--- config.mk ---
export PLATFORM = sky130hd
export DESIGN_NAME = crc_result_serializer_flat
export DESIGN_NICKNAME = d
export VERILOG_FILES = /design/src/rtl/crc_result_serializer_if.sv /design/src/rtl/crc_result_serializer.sv /design/src/flat_wrapper.sv
export SDC_FILE = /design/constraint.sdc
export NUM_CORES = 1
export LEC_CHECK = 0
export CORE_AREA = 2 2 81 83
export CTS_CLUSTER_SIZE = 16
export DETAILED_ROUTE_END_ITERATION = 16
export DIE_AREA = 0 0 83 85
export GPL_ROUTABILITY_DRIVEN = 0
export HOLD_SLACK_MARGIN = 0.15
export PLACE_DENSITY_LB_ADDON = 0.25
export SLEW_MARGIN = 40
export SYNTH_ARGS = -nofsm -noshare
export SYNTH_HDL_FRONTEND = slang
export SYNTH_SLANG_ARGS = --single-unit
--- constraint.sdc ---
create_clock -name clk -period 1.87 [get_ports clk]
set_input_delay 0.374 -clock clk [delete_from_list [all_inputs] [get_ports clk]]
set_output_delay 0.374 -clock clk [all_outputs]
set_load 0.03 [all_outputs]
--- src/rtl/crc_result_serializer_if.sv ---
// crc_result_serializer_if
//   Bundles the load-side (result word in) and stream-side (bytes out) signals
//   of the CRC result serializer.
//   Ports of the bundle:
//     load_valid/load_ready      handshake for offering a finished CRC word
//     load_value                 CRC result word (MAX_BITS)
//     load_bytewidth             active byte count minus 1 (MAX_BYTE_WIDTH)
//     load_refout                reflect the word before emission
//     load_msb_first             byte order select
//     out_data/out_valid/out_ready/out_last  8-bit output stream
//     busy                       serializer is emitting a word
//   Modports:
//     slave  - the serializer itself
//     master - the environment driving words in and draining bytes out
interface crc_result_serializer_if #(
  parameter int MAX_BITS       = 32,
  parameter int MAX_BYTE_WIDTH = 2
);
  logic                      load_valid;
  logic                      load_ready;
  logic [MAX_BITS-1:0]       load_value;
  logic [MAX_BYTE_WIDTH-1:0] load_bytewidth;
  logic                      load_refout;
  logic                      load_msb_first;
  logic [7:0]                out_data;
  logic                      out_valid;
  logic                      out_ready;
  logic                      out_last;
  logic                      busy;

  modport slave (
    input  load_valid, load_value, load_bytewidth, load_refout, load_msb_first, out_ready,
    output load_ready, out_data, out_valid, out_last, busy
  );

  modport master (
    output load_valid, load_value, load_bytewidth, load_refout, load_msb_first, out_ready,
    input  load_ready, out_data, out_valid, out_last, busy
  );
endinterface

--- src/rtl/crc_result_serializer.sv ---
// crc_result_serializer
//   Accepts a finished CRC result word and streams it out one byte per accepted
//   beat on a valid/ready 8-bit port. Bits above the active byte width are masked
//   off at capture. Outputs are all registered; the first byte appears the cycle
//   after the word is accepted.
//   Ports:
//     clk    - single rising-edge clock
//     rst_n  - asynchronous active-low reset; discards any word in flight
//     bus    - crc_result_serializer_if.slave (load handshake, byte stream, busy)
//   Parameters: MAX_BITS (= 8*MAX_BYTES), MAX_BYTES, MAX_BYTE_WIDTH.
//   Optional feature macro: REFOUT_REFLECT_EN
//     defined   - load_refout=1 reflects the masked word over 8*(bytewidth+1) bits
//     undefined - load_refout is ignored, words are emitted unreflected
module crc_result_serializer #(
  parameter int MAX_BITS       = 32,
  parameter int MAX_BYTES      = 4,
  parameter int MAX_BYTE_WIDTH = 2
) (
  input  logic                    clk,
  input  logic                    rst_n,
  crc_result_serializer_if.slave  bus
);

  typedef enum logic [0:0] {IDLE, SHIFT} state_t;

  state_t                    state_q, state_d;
  logic [MAX_BITS-1:0]       word_q, word_d;
  logic [MAX_BYTE_WIDTH-1:0] cnt_q, cnt_d;
  logic [MAX_BYTE_WIDTH-1:0] idx_q, idx_d;
  logic                      msb_first_q, msb_first_d;
  logic [7:0]                out_data_q, out_data_d;
  logic                      out_valid_q, out_valid_d;
  logic                      out_last_q, out_last_d;

  logic [MAX_BITS-1:0]       masked_word;
  logic [MAX_BITS-1:0]       cap_word;
  logic [MAX_BYTE_WIDTH-1:0] first_idx;
  logic [MAX_BYTE_WIDTH-1:0] next_idx;

  // Zero every byte above the active byte count.
  for (genvar gi = 0; gi < MAX_BYTES; gi++) begin : g_mask
    assign masked_word[gi*8 +: 8] = (MAX_BYTE_WIDTH'(gi) <= bus.load_bytewidth)
                                    ? bus.load_value[gi*8 +: 8] : 8'h00;
  end

`ifdef REFOUT_REFLECT_EN
  logic [MAX_BITS-1:0]         rev_word;
  logic [MAX_BYTE_WIDTH+2:0]   refl_shift;

  for (genvar gi = 0; gi < MAX_BITS; gi++) begin : g_rev
    assign rev_word[gi] = masked_word[MAX_BITS-1-gi];
  end

  // Full-width reversal puts the active N bits at the top; shifting down by
  // MAX_BITS-N lands bit i at N-1-i and leaves bits >= N at zero.
  assign refl_shift = {MAX_BYTE_WIDTH'(MAX_BYTES-1) - bus.load_bytewidth, 3'b000};
  assign cap_word   = bus.load_refout ? (rev_word >> refl_shift) : masked_word;
`else
  logic unused_refout;
  assign unused_refout = bus.load_refout;
  assign cap_word      = masked_word;
`endif

  // msb-first walks the byte index down from bytewidth, lsb-first walks up from 0.
  assign first_idx = bus.load_msb_first ? bus.load_bytewidth : '0;
  assign next_idx  = msb_first_q ? (idx_q - MAX_BYTE_WIDTH'(1)) : (idx_q + MAX_BYTE_WIDTH'(1));

  always_comb begin
    state_d     = state_q;
    word_d      = word_q;
    cnt_d       = cnt_q;
    idx_d       = idx_q;
    msb_first_d = msb_first_q;
    out_data_d  = out_data_q;
    out_valid_d = out_valid_q;
    out_last_d  = out_last_q;
    case (state_q)
      IDLE: begin
        if (bus.load_valid) begin
          word_d      = cap_word;
          cnt_d       = bus.load_bytewidth;
          idx_d       = first_idx;
          msb_first_d = bus.load_msb_first;
          out_data_d  = cap_word[{first_idx, 3'b000} +: 8];
          out_valid_d = 1'b1;
          out_last_d  = (bus.load_bytewidth == '0);
          state_d     = SHIFT;
        end
      end
      SHIFT: begin
        if (out_valid_q && bus.out_ready) begin
          if (cnt_q == '0) begin
            state_d     = IDLE;
            out_valid_d = 1'b0;
            out_last_d  = 1'b0;
            out_data_d  = 8'h00;
          end else begin
            cnt_d      = cnt_q - MAX_BYTE_WIDTH'(1);
            idx_d      = next_idx;
            out_data_d = word_q[{next_idx, 3'b000} +: 8];
            out_last_d = (cnt_q == MAX_BYTE_WIDTH'(1));
          end
        end
      end
      default: state_d = IDLE;
    endcase
  end

  always_ff @(posedge clk or negedge rst_n) begin
    if (!rst_n) begin
      state_q     <= IDLE;
      word_q      <= '0;
      cnt_q       <= '0;
      idx_q       <= '0;
      msb_first_q <= 1'b0;
      out_data_q  <= 8'h00;
      out_valid_q <= 1'b0;
      out_last_q  <= 1'b0;
    end else begin
      state_q     <= state_d;
      word_q      <= word_d;
      cnt_q       <= cnt_d;
      idx_q       <= idx_d;
      msb_first_q <= msb_first_d;
      out_data_q  <= out_data_d;
      out_valid_q <= out_valid_d;
      out_last_q  <= out_last_d;
    end
  end

  assign bus.load_ready = (state_q == IDLE);
  assign bus.busy       = (state_q == SHIFT);
  assign bus.out_data   = out_data_q;
  assign bus.out_valid  = out_valid_q;
  assign bus.out_last   = out_last_q;

endmodule

--- src/flat_wrapper.sv ---
// flat-port wrapper written by rule: the top's interface ports become plain ports
module crc_result_serializer_flat 
#(
  parameter int MAX_BITS       = 32,
  parameter int MAX_BYTES      = 4,
  parameter int MAX_BYTE_WIDTH = 2
)
  (clk, rst_n, bus_load_valid, bus_load_value, bus_load_bytewidth, bus_load_refout, bus_load_msb_first, bus_out_ready, bus_load_ready, bus_out_data, bus_out_valid, bus_out_last, bus_busy);
  crc_result_serializer_if #(.MAX_BITS(MAX_BITS), .MAX_BYTE_WIDTH(MAX_BYTE_WIDTH)) bus_i ();
  input  logic clk;
  input  logic rst_n;
  input wire logic [$bits(bus_i.load_valid)-1:0] bus_load_valid;
  input wire logic [$bits(bus_i.load_value)-1:0] bus_load_value;
  input wire logic [$bits(bus_i.load_bytewidth)-1:0] bus_load_bytewidth;
  input wire logic [$bits(bus_i.load_refout)-1:0] bus_load_refout;
  input wire logic [$bits(bus_i.load_msb_first)-1:0] bus_load_msb_first;
  input wire logic [$bits(bus_i.out_ready)-1:0] bus_out_ready;
  output wire logic [$bits(bus_i.load_ready)-1:0] bus_load_ready;
  output wire logic [$bits(bus_i.out_data)-1:0] bus_out_data;
  output wire logic [$bits(bus_i.out_valid)-1:0] bus_out_valid;
  output wire logic [$bits(bus_i.out_last)-1:0] bus_out_last;
  output wire logic [$bits(bus_i.busy)-1:0] bus_busy;
  assign bus_i.load_valid = bus_load_valid;
  assign bus_i.load_value = bus_load_value;
  assign bus_i.load_bytewidth = bus_load_bytewidth;
  assign bus_i.load_refout = bus_load_refout;
  assign bus_i.load_msb_first = bus_load_msb_first;
  assign bus_i.out_ready = bus_out_ready;
  assign bus_load_ready = bus_i.load_ready;
  assign bus_out_data = bus_i.out_data;
  assign bus_out_valid = bus_i.out_valid;
  assign bus_out_last = bus_i.out_last;
  assign bus_busy = bus_i.busy;
  crc_result_serializer #(.MAX_BITS(MAX_BITS), .MAX_BYTES(MAX_BYTES), .MAX_BYTE_WIDTH(MAX_BYTE_WIDTH)) u_core (.clk(clk), .rst_n(rst_n), .bus(bus_i));
endmodule
==> results.toml, run 1 <==
[yosys]
synthArstFlopShare_pct = 100.0
synth-seq-cells = 48
yosysSeqAreaShare_pct = 47.57
ys_types = 38
avgSynthCellArea_um2 = 10.61
synth_flop_cell = "dfrtp_1"
syn_nets = 280
syn-cell-area_um2 = 2525
synthCells = 238
ys_warn_count = 0
synth-edff-count = 0

[floorplan]
fp.dieH_um = 85
ios = 52
rows = 29
initial_core_util_pct = 40.69
core_um2 = 6205
dieArea_um2 = 7055
die_w_um = 83

[power_and_ir_drop]
vdd_ir_drop_max_uv = 632.4
p_leak_nw = 1.486
p_total_mw = 5.056
pwr_density_cell_nw_per_um2 = 1487

[detailed_routing]
wl_per_cell_um = 16.45
firstDrtPassIters = 4
dr_total_vias = 2085
drc = 0
postRouteAntennaNets = 0
vias_per_cell = 5.360
finalWirelength_mm = 6.400
drt_iter0_drc = 96

[worst_setup_path]
crit_path_start = "u_core.bus.busy"
crit_type = "flop to primary output"
endpoint_kind = "primary output"
crit_chain = "clkdlybuf4s50_1"
rr_startpoint = "u_core.cnt_q[0]"
path_max_fanout = 5
cp_top_family = "buffers and inverters"
crit_buf_inv = 1
critical_path_arrival_ns = 1.40
crit_required_ns = 1.50
cp-start-kind = "flop"
cp_slowest_stage_delay_ns = 0.69
cp_slowest_cell = "clkdlybuf4s50_1"

[hold_path]
hold_start = "u_core.word_q[17]"
min_path_type = "flop to flop"

[sta]
period_minus_slack_ns = 1.772
max_freq_mhz = 564.4
setup-tns-final_ns = 0
maxSlewViolCount = 0
worstMarginPinSlew_ns = 0.6273
finalHoldViolCount = 0
rsz0062_at_grt = "false"
setup_viol = 0
clock-skew-final_ns = 0.009206
finalCritPeriodShare_pct = 94.75
relSlewSlack_pct = 58.02

[global_route]
grt_pass1_wl_mm = 10.44
grt_max_degree = 29
grt_usage_pct = 18.84
antenna_found_initial = 0
grt_overflow = 0
grt_pass1_vias = 2059

[final_layout]
areaGrowthSynthToFinish_pct = 34.64
drive_gt1_share_pct = 16.35
fillers = 574
diodes = 0
nNetsFinal = 353

[flow_run]
cap_violations = 0

[clock_network]
post-cts-setup-buffers = 0
path_clk_slew_ns = 0.09
clock_path_buffers = 2
root_buffer = "clkbuf_8"
htree_num_levels = 2
clock-sinks = 48
numCtsBuffers = 5
cts_tree = "built"
insertion_delay_ns = 0.30

[placed_design]
port_buffers = 50
dp_hpwl_mm = 5.030

[run_status]
status = "finished clean"
==> placed cells by master, fill, tap and decap left out, drive strengths merged, types with 2 or more instances in the layout <==
cell,instances
nor2,16
a21boi,4
nand2b,2
a22o,16
dfrtp,48
a21oi,7
clkdlybuf4s50,48
nor3b,4
o211ai,2
nor2b,5
o21ai,21
buf,29
clkbuf,5
inv,4
a31oi,8
xor2,2
ha,2
a32o,3
o221a,7
mux2i,15
nand3,2
mux2,18
nand2,31
==> sequential cells by signal (all words and copies together) (netlist names) <==
name,cells
u_core.bus.out_valid,1
u_core.idx_q,2
u_core.bus.busy,1
u_core.msb_first_q,1
u_core.bus.out_last,1
u_core.cnt_q,2
u_core.bus.out_data,8
u_core.word_q,32
==> layer usage <==
| metal | wire length (µm) | vias up | global-route usage, % |
|---|---|---|---|
| li1 | - | 1018 | - |
| met1 | 3128 | 1007 | 26.91 |
| met2 | 2939 | 49 | 28.96 |
| met3 | 204 | 11 | 2.821 |
| met4 | 128 | 0 | 7.601 |
| met5 | 0 | - | 0 |
==> metrics by stage <==
stage	worst slack (ns)	utilization, %	cells	cell area, µm²	hold slack (ns)
after floorplan	0.1744	-	238	2525	0.07841
after global placement	-0.1030	52.77	380	3274	0.3597
after detailed placement	-0.1237	52.77	380	3274	0.3600
after CTS	0.08143	54.79	389	3400	0.4927
after global routing	0.02589	54.79	389	3400	0.5149
final	0.09813	54.79	389	3400	0.4956
==> worst min-delay path: stages (launching register included) <==
cell and delay (ns):
dfrtp_1 0.35, nand2_1 0.05, o21ai_1 0.06
==> path summary, 6_finish.rpt <==
check | depth (start not counted) | to | slack [ns]
max | 1 | bus_busy | 0.1
min | 2 | u_core.word_q[17] | 0.50
max reg2reg | 5 | u_core.idx_q[0] | 0.11
min reg2reg | 2 | u_core.word_q[17] | 0.50
max in group asynchronous | 3 | u_core.word_q[13] | 0.82
min in group asynchronous | 2 | u_core.word_q[6] | 0.55
==> where the power goes <==
part / total, mW / switching [mW] / internal (mW)
clock: 0.774 / 0.371 / 0.403
sequential: 1.85 / 0.327 / 1.52
combinational: 2.44 / 1.24 / 1.20
==> layout make-up <==
class	count	area [µm²]	area share (%)
Tap cell	77	96.34	2.834
Clock inverter	3	46.29	1.362
Sequential cell	48	1201	35.33
Clock buffer	5	68.82	2.024
Inverter	3	11.26	0.3312
Timing Repair Buffer	78	718.2	21.13
Multi-Input combinational cell	175	1257	36.99
==> cells in the mapped netlist (7+ instances only) <==
library cell | instances | area, µm²
o21ai_0 | 13 | 65.06
mux2i_1 | 15 | 150.1
nor2_1 | 15 | 56.30
nand2_1 | 31 | 116.4
clkbuf_1 | 9 | 33.78
mux2_1 | 8 | 90.09
mux2_2 | 10 | 112.6
dfrtp_1 | 48 | 1201
a31oi_1 | 8 | 50.05
a22o_1 | 16 | 140.1
o221a_1 | 7 | 78.83
a21oi_1 | 7 | 35.03
o21ai_1 | 7 | 35.03
==> kinds of logic after synthesis <==
logic type,after synthesis,share of synthesized area [%]
flip-flops,48,47.57
multiplexers,33,13.97
buffers and inverters,15,2.626
adder cells (fa/ha/maj),2,0.9909
AO/OA/AOI/OAI,71,20.27
XOR/XNOR,3,2.082
AND/OR/NAND/NOR,66,12.49
==> what timing repair did <==
action                                 4_1_cts  5_1_grt
endpoints found under the hold margin       20        0
gates resized for setup                      0        0
hold buffers                                 1        0
setup endpoints to repair                    0        0
Power figures use the tool's default switching activity.
==> run 2: changes to the inputs <==
--- a/config.mk
+++ b/config.mk
@@ -5,10 +5,10 @@
 export SDC_FILE = /design/constraint.sdc
 export NUM_CORES = 1
 export LEC_CHECK = 0
-export CORE_AREA = 2 2 81 83
+export CORE_AREA = 2 2 78 80
 export CTS_CLUSTER_SIZE = 16
 export DETAILED_ROUTE_END_ITERATION = 16
-export DIE_AREA = 0 0 83 85
+export DIE_AREA = 0 0 80 82
 export GPL_ROUTABILITY_DRIVEN = 0
 export HOLD_SLACK_MARGIN = 0.15
 export PLACE_DENSITY_LB_ADDON = 0.25
==> results.toml, run 2 (synthesized netlist as in run 1, its figures left out) <==
[floorplan]
dieArea_um2 = 6560
ios = 52
core_um2 = 5746
fp.dieH_um = 82
initial_core_util_pct = 43.95
die_w_um = 80
rows = 28

[worst_setup_path]
r2r_setup_slack_ns = 0.17
crit_buf_inv = 1
crit_type = "flop to primary output"
rr_startpoint = "u_core.msb_first_q"
cp-start-kind = "flop"
cp_top_family = "buffers and inverters"
cp.depth = 1
endpoint_kind = "primary output"
critical_path_arrival_ns = 1.38
crit_path_start = "u_core.bus.out_valid"
crit_chain = "clkdlybuf4s50_1"
path_max_fanout = 5
cp_slowest_stage_delay_ns = 0.68
reg2regPathDepth = 4
crit_required_ns = 1.50
cp_slowest_cell = "clkdlybuf4s50_1"

[sta]
finalCritPeriodShare_pct = 93.58
finalHoldViolCount = 0
relSlewSlack_pct = 57.22
period_minus_slack_ns = 1.750
hold_slack_ns = 0.4950
setup_viol = 0
maxSlewViolCount = 0
max_freq_mhz = 571.5
rsz0062_at_grt = "false"
clock-skew-final_ns = 0.009165
final.setup.worst_slack_ns = 0.1201
worstMarginPinSlew_ns = 0.6393

[final_layout]
largest_register_ff_count = 32
final_cell_mix = "dfrtp_1 (48), clkdlybuf4s50_1 (47), nand2_1 (31)"
diodes = 0
nNetsFinal = 350
top_register = "u_core.word_q"
fillers = 510
areaGrowthSynthToFinish_pct = 33.94
layout_commonest_cell = "dfrtp_1"
drive_gt1_share_pct = 15.21

[hold_path]
hold_path_depth = 2
hold_start = "u_core.word_q[23]"
min_path_type = "flop to flop"

[power_and_ir_drop]
vdd_ir_drop_max_uv = 623.8
p_total_mw = 5.051
pwr_density_cell_nw_per_um2 = 1494
p_leak_nw = 1.479

[run_status]
status = "finished clean"

[detailed_routing]
dr_total_vias = 2105
drt_iter0_drc = 144
drc = 0
firstDrtPassIters = 4
vias_per_cell = 5.482
finalWirelength_mm = 6.513
postRouteAntennaNets = 0
wl_per_cell_um = 16.96

[clock_network]
insertion_delay_ns = 0.31
numCtsBuffers = 5
path_clk_slew_ns = 0.08
clock_path_buffers = 2
post-cts-setup-buffers = 0
htree_num_levels = 2
root_buffer = "clkbuf_8"
cts_tree = "built"
clock-sinks = 48

[flow_run]
cap_violations = 0

[global_route]
grt_pass1_wl_mm = 10.72
grt_overflow = 0
antenna_found_initial = 0
grt_pass1_vias = 2081
grt_usage_pct = 21.69
grt_max_degree = 26

[placed_design]
port_buffers = 50
dp_hpwl_mm = 5.059
place_ws_ns = -0.07819
run 2: per-layer routing:
metal	up-vias	track usage [%]	share of wire [%]
li1	1010	-	-
met1	1027	30.17	48
met2	57	34.17	46
met3	11	3.736	4.7
met4	0	7.966	1.6
met5	-	0	0
run 2: where the power goes:
part	internal, mW	leakage (nW)	switching [mW]
clock network	0.397	0.0552	0.339
logic	1.21	0.826	1.24
registers	1.52	0.598	0.347
total	3.13	1.48	1.92
run 2: path summary, 6_finish.rpt:
kind	to
max	bus_out_valid
min	u_core.word_q[23]
max reg2reg	u_core.bus.out_data[5]
min reg2reg	u_core.word_q[23]
max in group asynchronous	u_core.bus.out_valid
min in group asynchronous	u_core.word_q[25]
run 2: timing repair:
item,in CTS,in global routing
resized for setup,0,1
hold endpoints to repair,24,0
endpoints found under the setup margin,0,1
hold buffers,1,0
run 2: cell type report:
cell class	count	area (µm²)	share of cell area, %
clock inverter	2	35.03	1.036
multi-input combinational	175	1257	37.18
inverter	3	11.26	0.3330
timing repair buffer	75	710.7	21.01
sequential	48	1201	35.52
clock buffer	6	72.57	2.146
tap	75	93.84	2.775
run 2: stage by stage:
stage,area (µm²),TNS (ns),utilization (%),instances
floorplan,2525,0,-,238
global placement,3262,-0.7764,56.77,375
detailed placement,3262,-0.8011,56.77,375
CTS,3379,0,58.82,384
global route,3382,0,58.86,384
finish,3382,0,58.86,384
